<file path="config.mk">
export PLATFORM = sky130hd
export DESIGN_NAME = sci_master
export DESIGN_NICKNAME = d
export VERILOG_FILES = /design/src/rtl/sci_pkg.sv /design/src/rtl/sci_shift_reg.sv /design/src/rtl/sci_master.sv
export SDC_FILE = /design/constraint.sdc
export NUM_CORES = 1
export LEC_CHECK = 0
export CAP_MARGIN = 20
export CORE_MARGIN = 2
export CORE_UTILIZATION = 50
export DETAILED_ROUTE_END_ITERATION = 10
export PLACE_DENSITY = 0.78
export SYNTH_ARGS = -nofsm -noshare
export SYNTH_HDL_FRONTEND = slang
export SYNTH_SLANG_ARGS = --single-unit
</file>
<file path="constraint.sdc">
create_clock -name CLK -period 2.1 [get_ports CLK]
set_clock_uncertainty 0.15 [all_clocks]
set_input_delay 0.63 -clock CLK [delete_from_list [all_inputs] [get_ports CLK]]
set_output_delay 0.63 -clock CLK [all_outputs]
set_load 0.01 [all_outputs]
</file>
<file path="src/rtl/sci_pkg.sv">
// Shared definitions for the SCI master: FSM encoding, serial bit order and
// the smallest inter-frame gap the link tolerates.
package sci_pkg;

    typedef enum logic [2:0] {
        StIdle,
        StCmd,
        StAddr,
        StWdata,
        StWaitAck,
        StRdata,
        StDone,
        StGap
    } sci_state_e;

    // Address, write data and read data all travel MSB first.
    localparam bit SciMsbFirst = 1'b1;

    // DONE plus the IDLE accept cycle are the shortest possible CSN-high run.
    localparam int unsigned SciMinGap = 2;

    function automatic int unsigned sci_max(input int unsigned a, input int unsigned b);
        return (a > b) ? a : b;
    endfunction

endpackage

</file>
<file path="src/rtl/sci_shift_reg.sv">
// Loadable shift register shared by the TX (parallel load, serial out) and
// RX (serial in, parallel out) paths of the SCI master.
module sci_shift_reg
    import sci_pkg::*;
#(
    parameter int unsigned WIDTH     = 8,
    parameter bit          MSB_FIRST = SciMsbFirst
) (
    input  logic             clk_i,
    input  logic             rst_i,
    input  logic             load_i,
    input  logic [WIDTH-1:0] load_data_i,
    input  logic             shift_i,
    input  logic             serial_i,
    output logic [WIDTH-1:0] data_o,
    output logic             serial_o
);

    logic [WIDTH-1:0] data_q, data_d;

    // Load wins over shift; the serial input enters at the end opposite the output bit.
    always_comb begin
        data_d = data_q;
        if (load_i) begin
            data_d = load_data_i;
        end else if (shift_i) begin
            if (MSB_FIRST) begin
                data_d = (data_q << 1) | WIDTH'(serial_i);
            end else begin
                data_d = (data_q >> 1) | (WIDTH'(serial_i) << (WIDTH - 1));
            end
        end
    end

    // Register with synchronous reset.
    always_ff @(posedge clk_i) begin
        if (rst_i) begin
            data_q <= '0;
        end else begin
            data_q <= data_d;
        end
    end

    assign data_o   = data_q;
    assign serial_o = MSB_FIRST ? data_q[WIDTH-1] : data_q[0];

endmodule

</file>
<file path="src/rtl/sci_master.sv">
// SCI master: turns native read/write requests into SCI frames and returns
// completion or read data. Define SCI_MASTER_TIMEOUT_EN to add an ACK
// watchdog that ends a stalled frame with RESP_ERR=1.
module sci_master
    import sci_pkg::*;
#(
    parameter int unsigned ADDR_WIDTH     = 8,
    parameter int unsigned DATA_WIDTH     = 8,
    parameter int unsigned GAP_CYCLES     = 2,
    parameter int unsigned TIMEOUT_CYCLES = 1024
) (
    input  logic                  CLK,
    input  logic                  RST,
    input  logic                  REQ_VALID,
    output logic                  REQ_READY,
    input  logic                  REQ_WNR,
    input  logic [ADDR_WIDTH-1:0] REQ_ADDR,
    input  logic [DATA_WIDTH-1:0] REQ_WDATA,
    output logic                  RESP_VALID,
    output logic [DATA_WIDTH-1:0] RESP_RDATA,
    output logic                  RESP_ERR,
    output logic                  SCI_CSN,
    output logic                  SCI_REQ,
    input  logic                  SCI_RESP,
    input  logic                  SCI_ACK
);

    localparam int unsigned SW     = sci_max(ADDR_WIDTH, DATA_WIDTH);
    localparam int unsigned GapEff = sci_max(GAP_CYCLES, SciMinGap);
    localparam int unsigned CntW   = $clog2(sci_max(SW, GapEff)) + 1;

    localparam logic [CntW-1:0] AddrLast    = CntW'(ADDR_WIDTH - 1);
    localparam logic [CntW-1:0] DataLast    = CntW'(DATA_WIDTH - 1);
    // The first read bit is taken in WAIT_ACK, so RDATA counts one fewer.
    localparam logic [CntW-1:0] RdLast      = CntW'((DATA_WIDTH > 1) ? DATA_WIDTH - 2 : 0);
    localparam logic [CntW-1:0] GapLast     = CntW'(GapEff - 1);
    // DONE and the following IDLE cycle already count towards the gap.
    localparam logic [CntW-1:0] GapDoneLoad = CntW'(2);

    sci_state_e            state_q, state_d;
    logic [CntW-1:0]       cnt_q, cnt_d;
    logic                  csn_q, csn_d, req_q, req_d;
    logic                  ack_q, resp_q;
    logic                  wnr_q, wnr_d;
    logic [DATA_WIDTH-1:0] wdata_q, wdata_d;
    logic                  timeout;

    logic                  tx_load, tx_shift, tx_bit;
    logic [SW-1:0]         tx_load_data, addr_aligned, wdata_aligned;
    logic                  rx_load, rx_shift;
    logic [DATA_WIDTH-1:0] rx_data;
    logic [SW-1:0]         unused_tx_data;
    logic                  unused_rx_serial;

    assign addr_aligned  = SciMsbFirst ? (SW'(REQ_ADDR) << (SW - ADDR_WIDTH)) : SW'(REQ_ADDR);
    assign wdata_aligned = SciMsbFirst ? (SW'(wdata_q) << (SW - DATA_WIDTH)) : SW'(wdata_q);

    sci_shift_reg #(
        .WIDTH     (SW),
        .MSB_FIRST (SciMsbFirst)
    ) u_tx_shift (
        .clk_i       (CLK),
        .rst_i       (RST),
        .load_i      (tx_load),
        .load_data_i (tx_load_data),
        .shift_i     (tx_shift),
        .serial_i    (1'b0),
        .data_o      (unused_tx_data),
        .serial_o    (tx_bit)
    );

    // RX register doubles as the RESP_RDATA holding register.
    sci_shift_reg #(
        .WIDTH     (DATA_WIDTH),
        .MSB_FIRST (SciMsbFirst)
    ) u_rx_shift (
        .clk_i       (CLK),
        .rst_i       (RST),
        .load_i      (rx_load),
        .load_data_i ('0),
        .shift_i     (rx_shift),
        .serial_i    (resp_q),
        .data_o      (rx_data),
        .serial_o    (unused_rx_serial)
    );

`ifdef SCI_MASTER_TIMEOUT_EN
    localparam int unsigned      WdW    = $clog2(TIMEOUT_CYCLES) + 1;
    localparam logic [WdW-1:0]   WdLast = WdW'(TIMEOUT_CYCLES - 1);

    logic [WdW-1:0] wd_q, wd_d;
    logic           err_q;

    assign timeout = ((state_q == StWaitAck) || (state_q == StRdata)) && (wd_q == WdLast);

    // Watchdog runs only while waiting on the slave; restarts on WAIT_ACK entry.
    always_comb begin
        wd_d = wd_q;
        if ((state_d == StWaitAck) && (state_q != StWaitAck)) begin
            wd_d = '0;
        end else if ((state_q == StWaitAck) || (state_q == StRdata)) begin
            wd_d = wd_q + 1'b1;
        end
    end

    // Error flag captured on the cycle that forces DONE.
    always_ff @(posedge CLK) begin
        if (RST) begin
            wd_q  <= '0;
            err_q <= 1'b0;
        end else begin
            wd_q  <= wd_d;
            err_q <= timeout;
        end
    end

    assign RESP_ERR = (state_q == StDone) && err_q;
`else
    // Keeps the parameter referenced when the watchdog is compiled out.
    localparam int unsigned unused_timeout_cycles = TIMEOUT_CYCLES;

    assign timeout  = 1'b0;
    assign RESP_ERR = 1'b0;
`endif

    // Next state, serial output bit and datapath controls for the frame sequencer.
    always_comb begin
        state_d      = state_q;
        wnr_d        = wnr_q;
        wdata_d      = wdata_q;
        req_d        = 1'b0;
        tx_load      = 1'b0;
        tx_load_data = '0;
        tx_shift     = 1'b0;
        rx_load      = 1'b0;
        rx_shift     = 1'b0;

        unique case (state_q)
            StIdle: begin
                if (REQ_VALID) begin
                    state_d      = StCmd;
                    wnr_d        = REQ_WNR;
                    wdata_d      = REQ_WDATA;
                    req_d        = REQ_WNR;
                    tx_load      = 1'b1;
                    tx_load_data = addr_aligned;
                end
            end
            StCmd: begin
                state_d  = StAddr;
                req_d    = tx_bit;
                tx_shift = 1'b1;
            end
            StAddr: begin
                if (cnt_q == AddrLast) begin
                    if (wnr_q) begin
                        // First data bit goes out now; the rest is preloaded one step ahead.
                        state_d      = StWdata;
                        req_d        = SciMsbFirst ? wdata_q[DATA_WIDTH-1] : wdata_q[0];
                        tx_load      = 1'b1;
                        tx_load_data = SciMsbFirst ? (wdata_aligned << 1) : (wdata_aligned >> 1);
                    end else begin
                        state_d = StWaitAck;
                    end
                end else begin
                    req_d    = tx_bit;
                    tx_shift = 1'b1;
                end
            end
            StWdata: begin
                if (cnt_q == DataLast) begin
                    state_d = StWaitAck;
                end else begin
                    req_d    = tx_bit;
                    tx_shift = 1'b1;
                end
            end
            StWaitAck: begin
                if (timeout) begin
                    state_d = StDone;
                    rx_load = 1'b1;
                end else if (ack_q) begin
                    if (wnr_q) begin
                        state_d = StDone;
                    end else begin
                        rx_shift = 1'b1;
                        state_d  = (DATA_WIDTH == 1) ? StDone : StRdata;
                    end
                end
            end
            StRdata: begin
                if (timeout) begin
                    state_d = StDone;
                    rx_load = 1'b1;
                end else if (ack_q) begin
                    rx_shift = 1'b1;
                    if (cnt_q == RdLast) begin
                        state_d = StDone;
                    end
                end
            end
            StDone: begin
                state_d = (GapEff > 2) ? StGap : StIdle;
            end
            StGap: begin
                if (cnt_q == GapLast) begin
                    state_d = StIdle;
                end
            end
            default: begin
                state_d = StGap;
            end
        endcase

        // Bit/gap counter restarts on every state change and never wraps inside a phase.
        cnt_d = cnt_q;
        if (state_d != state_q) begin
            cnt_d = ((state_q == StDone) && (state_d == StGap)) ? GapDoneLoad : '0;
        end else if ((state_q == StAddr) || (state_q == StWdata) || (state_q == StGap) ||
                     ((state_q == StRdata) && rx_shift)) begin
            cnt_d = cnt_q + 1'b1;
        end

        csn_d = !((state_d == StCmd) || (state_d == StAddr) || (state_d == StWdata) ||
                  (state_d == StWaitAck) || (state_d == StRdata));
    end

    // State, captured request, registered SCI outputs and input resamplers.
    always_ff @(posedge CLK) begin
        if (RST) begin
            state_q <= StGap;
            cnt_q   <= '0;
            csn_q   <= 1'b1;
            req_q   <= 1'b0;
            ack_q   <= 1'b0;
            resp_q  <= 1'b0;
            wnr_q   <= 1'b0;
            wdata_q <= '0;
        end else begin
            state_q <= state_d;
            cnt_q   <= cnt_d;
            csn_q   <= csn_d;
            req_q   <= req_d;
            ack_q   <= SCI_ACK;
            resp_q  <= SCI_RESP;
            wnr_q   <= wnr_d;
            wdata_q <= wdata_d;
        end
    end

    assign REQ_READY  = (state_q == StIdle);
    assign RESP_VALID = (state_q == StDone);
    assign RESP_RDATA = rx_data;
    assign SCI_CSN    = csn_q;
    assign SCI_REQ    = req_q;

endmodule

</file>
After elaboration in Yosys (flattened, before gate mapping):

Cells that the tools add are included.

* bits of input ports: 22
* output and inout port bits: 13
* flip-flop bits (word level): 36
* logic and storage cells: 78

* bitwise logic cells: 1
* $add $sub $neg: 1
* reductions and logical operators: 15
* muxes and demuxes: 34
* equality and inequality tests: 17

Operator list (number)
* 8-bit two-way mux: 5
* 3-bit two-way mux: 8
* 3-bit case mux with 8 select lines: 1
* 3-bit == test, second input constant: 7
* 8-bit case mux with 2 select lines: 1
* 3-bit by 2-bit == test with 1-bit output, second input constant: 4
* 1-bit two-way mux: 11
* 4-bit by 3-bit == test with 1-bit output, second input constant: 2
* 4-bit two-way mux: 2
* 8-bit by 1-bit OR with 8-bit output: 1
* 1-bit logical OR: 7
* 3-bit by 1-bit == test with 1-bit output, second input constant: 2
* 1-bit case mux with 2 select lines: 3
* 4-bit by 1-bit adder with 4-bit output, second input constant: 1
* 4-bit by 1-bit == test with 1-bit output, second input constant: 1
* 2-bit two-way mux: 2
* 1-bit case mux with 4 select lines: 1
* 2-bit nonzero test: 2
* 3-bit zero test: 1
* 3-bit != test: 1
* 1-bit logical AND: 2
* 2-bit AND reduction: 1
* 2-bit OR reduction: 1
* 1-bit zero test: 1

Depth between registers and ports, before layout:

* word-level depth: 10
* gate-level depth with buffers: 7
* gate-level depth less buffers: 7

Hierarchy:

From an unflattened synthesis, not the netlist that was laid out.

* cells, all modules: 207
* area total of the unflattened synthesis: 1858.0 um^2

Modules (own cells, without submodules)
* sci_master: area an instance 1104.8 um^2, sequential area each 400.4 um^2, instances 1, cells an instance 135
* sci_shift_reg: area an instance 376.6 um^2, sequential area each 160.2 um^2, instances 2, cells an instance 36

Least setup slack after synthesis:

Ideal clock, no wire load.

* path kind: register to register
* start point: register cnt_q[0]
* end point: register state_q[1]
* data arrival time: 1540 ps
* buffers on the path: 0
* library setup time: 142 ps
* cell stages (with the launch flop): 7
* clock period less this slack: 1832 ps
* data required time: 1808 ps
* slack: 268 ps
* cells stage by stage: dfxtp_1 -> inv_1 -> ha_1 -> nand4b_1 -> o21ai_0 -> a21boi_0 -> or4_2

* word-level cells in the longest chain between the ends: 4
* elaborated cells between the ends (all ways): 9
* classes of those cells: eq/ne: 3; mux: 6

RTL lines
* start, declared: line sci_master.sv:41 `logic [CntW-1:0] cnt_q, cnt_d;`
* start signal, assigned: line sci_master.sv:241 `cnt_q <= cnt_d;`
* 4-bit by 3-bit == test with 1-bit output: line sci_master.sv:197 `if (cnt_q == RdLast) begin`
* 3-bit two-way mux: line sci_master.sv:197
* 3-bit two-way mux: line sci_master.sv:195 `end else if (ack_q) begin`
* 3-bit case mux with 8 select lines *: line sci_master.sv:138 `unique case (state_q)`
* end signal, assigned: line sci_master.sv:231 `state_q <= StGap;`
* end signal, assigned: line sci_master.sv:240 `state_q <= state_d;`
* end, declared: line sci_master.sv:40 `sci_state_e state_q, state_d;`

Mark *: on every way between the ends. The rest lies on a longest branch, timed or not.
A chain may end at the register's enable or synchronous reset.

Final worst setup path:

* start point: register u_rx_shift.data_q[0], in the netlist u_rx_shift.data_o[0]
* end point: output port RESP_RDATA[0]

RTL lines
* start, declared: line sci_shift_reg.sv:19 `logic [WIDTH-1:0] data_q, data_d;`
* start signal, assigned: line sci_shift_reg.sv:40 `data_q <= data_d;`
* end, declared: line sci_master.sv:20 `output logic [DATA_WIDTH-1:0] RESP_RDATA,`

No word-level cell between the ends.

==> impl_summary.log <==
INFO  metric crit_path_max_fanout = 3
INFO  metric synth-edff-count = 0
INFO  metric minimum_hold_slack = 320 ps
INFO  metric period_needed = 2010 ps
INFO  metric design.portCount = 35
INFO  metric postSynth.topFlopCell = dfxtp_1
INFO  metric globalRoute.totalOverflow = 0
INFO  metric arrival = 1230 ps
INFO  metric report.final.setup_viol = 0
INFO  metric post_synth_num_cell_types = 43
INFO  metric grt_antenna_before_repair = 0
INFO  metric power-per-cell-area = 1010 mW/mm^2
INFO  metric setup.worst_path.start_class = register
INFO  metric final_layout_fill_cell_count = 296
INFO  metric cts_hold_buf = 0
INFO  metric routed_wire_length_per_instance = 12.8 um
INFO  metric routed-via-count = 1484
INFO  metric min-delay-path-class = reg -> reg
INFO  metric drt.antenna.violating_nets = 0
INFO  metric maxCapViolations = 0
INFO  metric critical_path.top_delay_family = buffers and inverters
INFO  metric die_w = 62.4 um
INFO  metric timing.critical_path.slowest_cell_delay = 550 ps
INFO  metric path_class = reg -> out
INFO  metric clkTransAtPathRegs = 110 ps
INFO  metric routabilityCongestion = 0.838
INFO  metric end_kind = primary output
INFO  metric area_delta_synth_final = 28.4%
INFO  metric cts_tree = done
INFO  metric clock_latency = 320 ps
INFO  metric worst-endpoint-required = 1320 ps
INFO  metric floorplan.die_area = 0.00389 mm^2
INFO  metric rsz0062_at_grt = no
INFO  metric design.core.area = 0.00331 mm^2
INFO  metric final-max-slew-violation-count = 0
INFO  metric initial_cell_density_of_the_core = 51.5%
INFO  metric grt_util_all_layers = 19.1%
INFO  metric floorplan.rows = 21
INFO  metric layout.cells.most_common = dfxtp_1
INFO  metric crit_path_cell_trace = clkdlybuf4s50_1
INFO  metric rr_startpoint = cnt_q[0]
INFO  metric sequential_cell_area = 724 um^2
INFO  metric place.detailed.hpwl = 2730 um
INFO  metric ys_seq_elements = 36
INFO  metric nNetsFinal = 254
INFO  metric htree_num_levels = 2
INFO  metric detail_route.first_pass.iterations = 4
INFO  metric cts_made_buffers = 5
INFO  metric crit_path_top_delay_cell = clkdlybuf4s50_1
INFO  metric final_core_util = 66.1%
INFO  metric pin_count_of_the_biggest_net_entering_global_routing = 20
INFO  metric status = finished, final reports clean
INFO  metric cts_root_buf = clkbuf_4
INFO  metric post_synthesis_cell_area = 0.00171 mm^2
INFO  metric clock-sinks = 36
INFO  metric port_buffers = 33
INFO  metric drt-initial-drc-count = 48
INFO  metric synth.yosys.seq_area_share = 42.3%
INFO  metric final_period_util = 95.9%
INFO  metric footprint_of_the_multi_input_gates = 906 um^2
INFO  metric first_global_vias = 1429
INFO  metric leakagePower = 0.000802 uW
INFO  metric critical_path.n_buffers_inverters = 1
INFO  metric die_h = 62.4 um
INFO  metric post_drt_via_cell_ratio = 5.38
INFO  metric max-clock-path-buffers = 2
INFO  metric vdd_ir_drop_max = 0.399 mV
INFO  metric wire_length_of_the_first_global_routing_pass = 6070 um
INFO  metric maximum_clock_frequency = 496 MHz
INFO  metric syn_inst = 190
INFO  metric postRouteWirelength = 3540 um
INFO  metric worst_hold_startpoint = u_tx_shift.data_o[0]
INFO  metric synthesis.nets = 215
INFO  metric asyncSetResetFlopFracSynth = 0%
INFO  metric num_antenna_cells = 0
INFO  metric synth_warnings = 0
INFO  metric drive_above_1_share = 15.2%
INFO  metric most_frequent_cells_in_the_layout = dfxtp_1, clkdlybuf4s50_1, nand2_1, nor2_1, a21oi_1
INFO  metric syn_area_per_cell = 8.98 um^2
INFO  metric drc = 0
INFO  metric cp-startpoint = u_rx_shift.data_o[0]
INFO  metric hold_viol_final = 0
## where the power goes
group	switching [uW]	internal [uW]
Clock	208	250
Combinational	473	405
Sequential	81.9	804
Total	763	1460
## stage by stage
step / TNS [ps] / worst slack [ps] / total power, uW / std cells / instance area [um^2]
after global routing: 0 / 3.27 / 2380 / 276 / 2190
after global placement: -868 / -129 / 1720 / 267 / 2090
after floorplan: 0 / 268 / 1550 / 190 / 1710
final: 0 / 85.7 / 2220 / 276 / 2190
after detailed placement: -1090 / -161 / 1760 / 267 / 2090
after CTS: 0 / 39.7 / 2220 / 275 / 2160
## per-layer routing
layer	part of all wire (%)	wire [um]	vias to the layer above	GRT usage [%]
met4	1.9	66	0	10.3
met5	0	0	-	0
li1	-	-	747	-
met3	5.5	195	10	4.68
met2	47	1680	57	31.9
met1	45	1600	670	22.5
## kinds of logic after synthesis
family | after synthesis | synth area share [%]
DFF | 36 | 42.3
AOI/OAI and AO/OA | 40 | 17.4
other | 1 | 0.220
adders and majority gates | 3 | 2.20
buffers and inverters | 16 | 5.58
xor gates and xnor gates | 3 | 1.54
and+or+nand+nor | 83 | 26.1
muxes | 8 | 4.70
## registers in the layout, summed over array words and instances, names as in the netlist
signal and cells:
u_rx_shift.data_o 8, u_tx_shift.data_o 8, wdata_aligned 8, cnt_q 4, state_q 3, SCI_CSN 1, SCI_REQ 1, ack_q 1
resp_q 1, wnr_q 1
## path summary, 6_finish.rpt
path	end	depth (start not counted)	slack, ps
min	u_tx_shift.data_o[1]	2	320
max reg2reg	state_q[1]	6	120
min reg2reg	u_tx_shift.data_o[1]	2	320
max	RESP_RDATA[0]	1	90
## synthesized netlist by cell type, types with 2 or more instances
| cell | number | area share (%) |
|---|---|---|
| xnor2_1 | 2 | 1.0 |
| a22oi_1 | 2 | 0.88 |
| nand3b_1 | 2 | 0.88 |
| nand2_1 | 29 | 6.4 |
| nor2_2 | 2 | 0.73 |
| or4_1 | 2 | 0.88 |
| nand2b_1 | 2 | 0.73 |
| mux2i_1 | 8 | 4.7 |
| a211oi_1 | 9 | 4.0 |
| nor3_1 | 2 | 0.59 |
| nor2_1 | 24 | 5.3 |
| a21oi_1 | 13 | 3.8 |
| inv_1 | 4 | 0.88 |
| ha_1 | 3 | 2.2 |
| clkbuf_1 | 3 | 0.66 |
| buf_4 | 7 | 3.1 |
| nor3_4 | 2 | 1.9 |
| nor2b_1 | 4 | 1.5 |
| dfxtp_1 | 36 | 42 |
| nor3_2 | 2 | 1.2 |
| nand4b_1 | 4 | 2.1 |
| a221oi_1 | 7 | 3.6 |
## layout make-up
| class | count | area share [%] |
|---|---|---|
| sequential | 36 | 33.1 |
| clock inverter | 2 | 1.60 |
| timing repair buffer | 44 | 18.7 |
| multi-input combinational | 138 | 41.4 |
| inverter | 4 | 0.686 |
| tap | 46 | 2.63 |
| clock buffer | 6 | 1.89 |
## timing repair
action                                  4_1_cts  5_1_grt
cloned                                        0        0
pin swaps                                     0        2
setup buffers                                 0        1
hold endpoints to repair                      0        0
endpoints found under the setup margin        2       11
resized for setup                             4        4
## tightest hold or removal path, cell delays in order, from the launching register on
cell	delay, ps
dfxtp_1	330
nand2_1	50
a211oi_1	50
No activity file was read; power rests on OpenSTA's default activity.
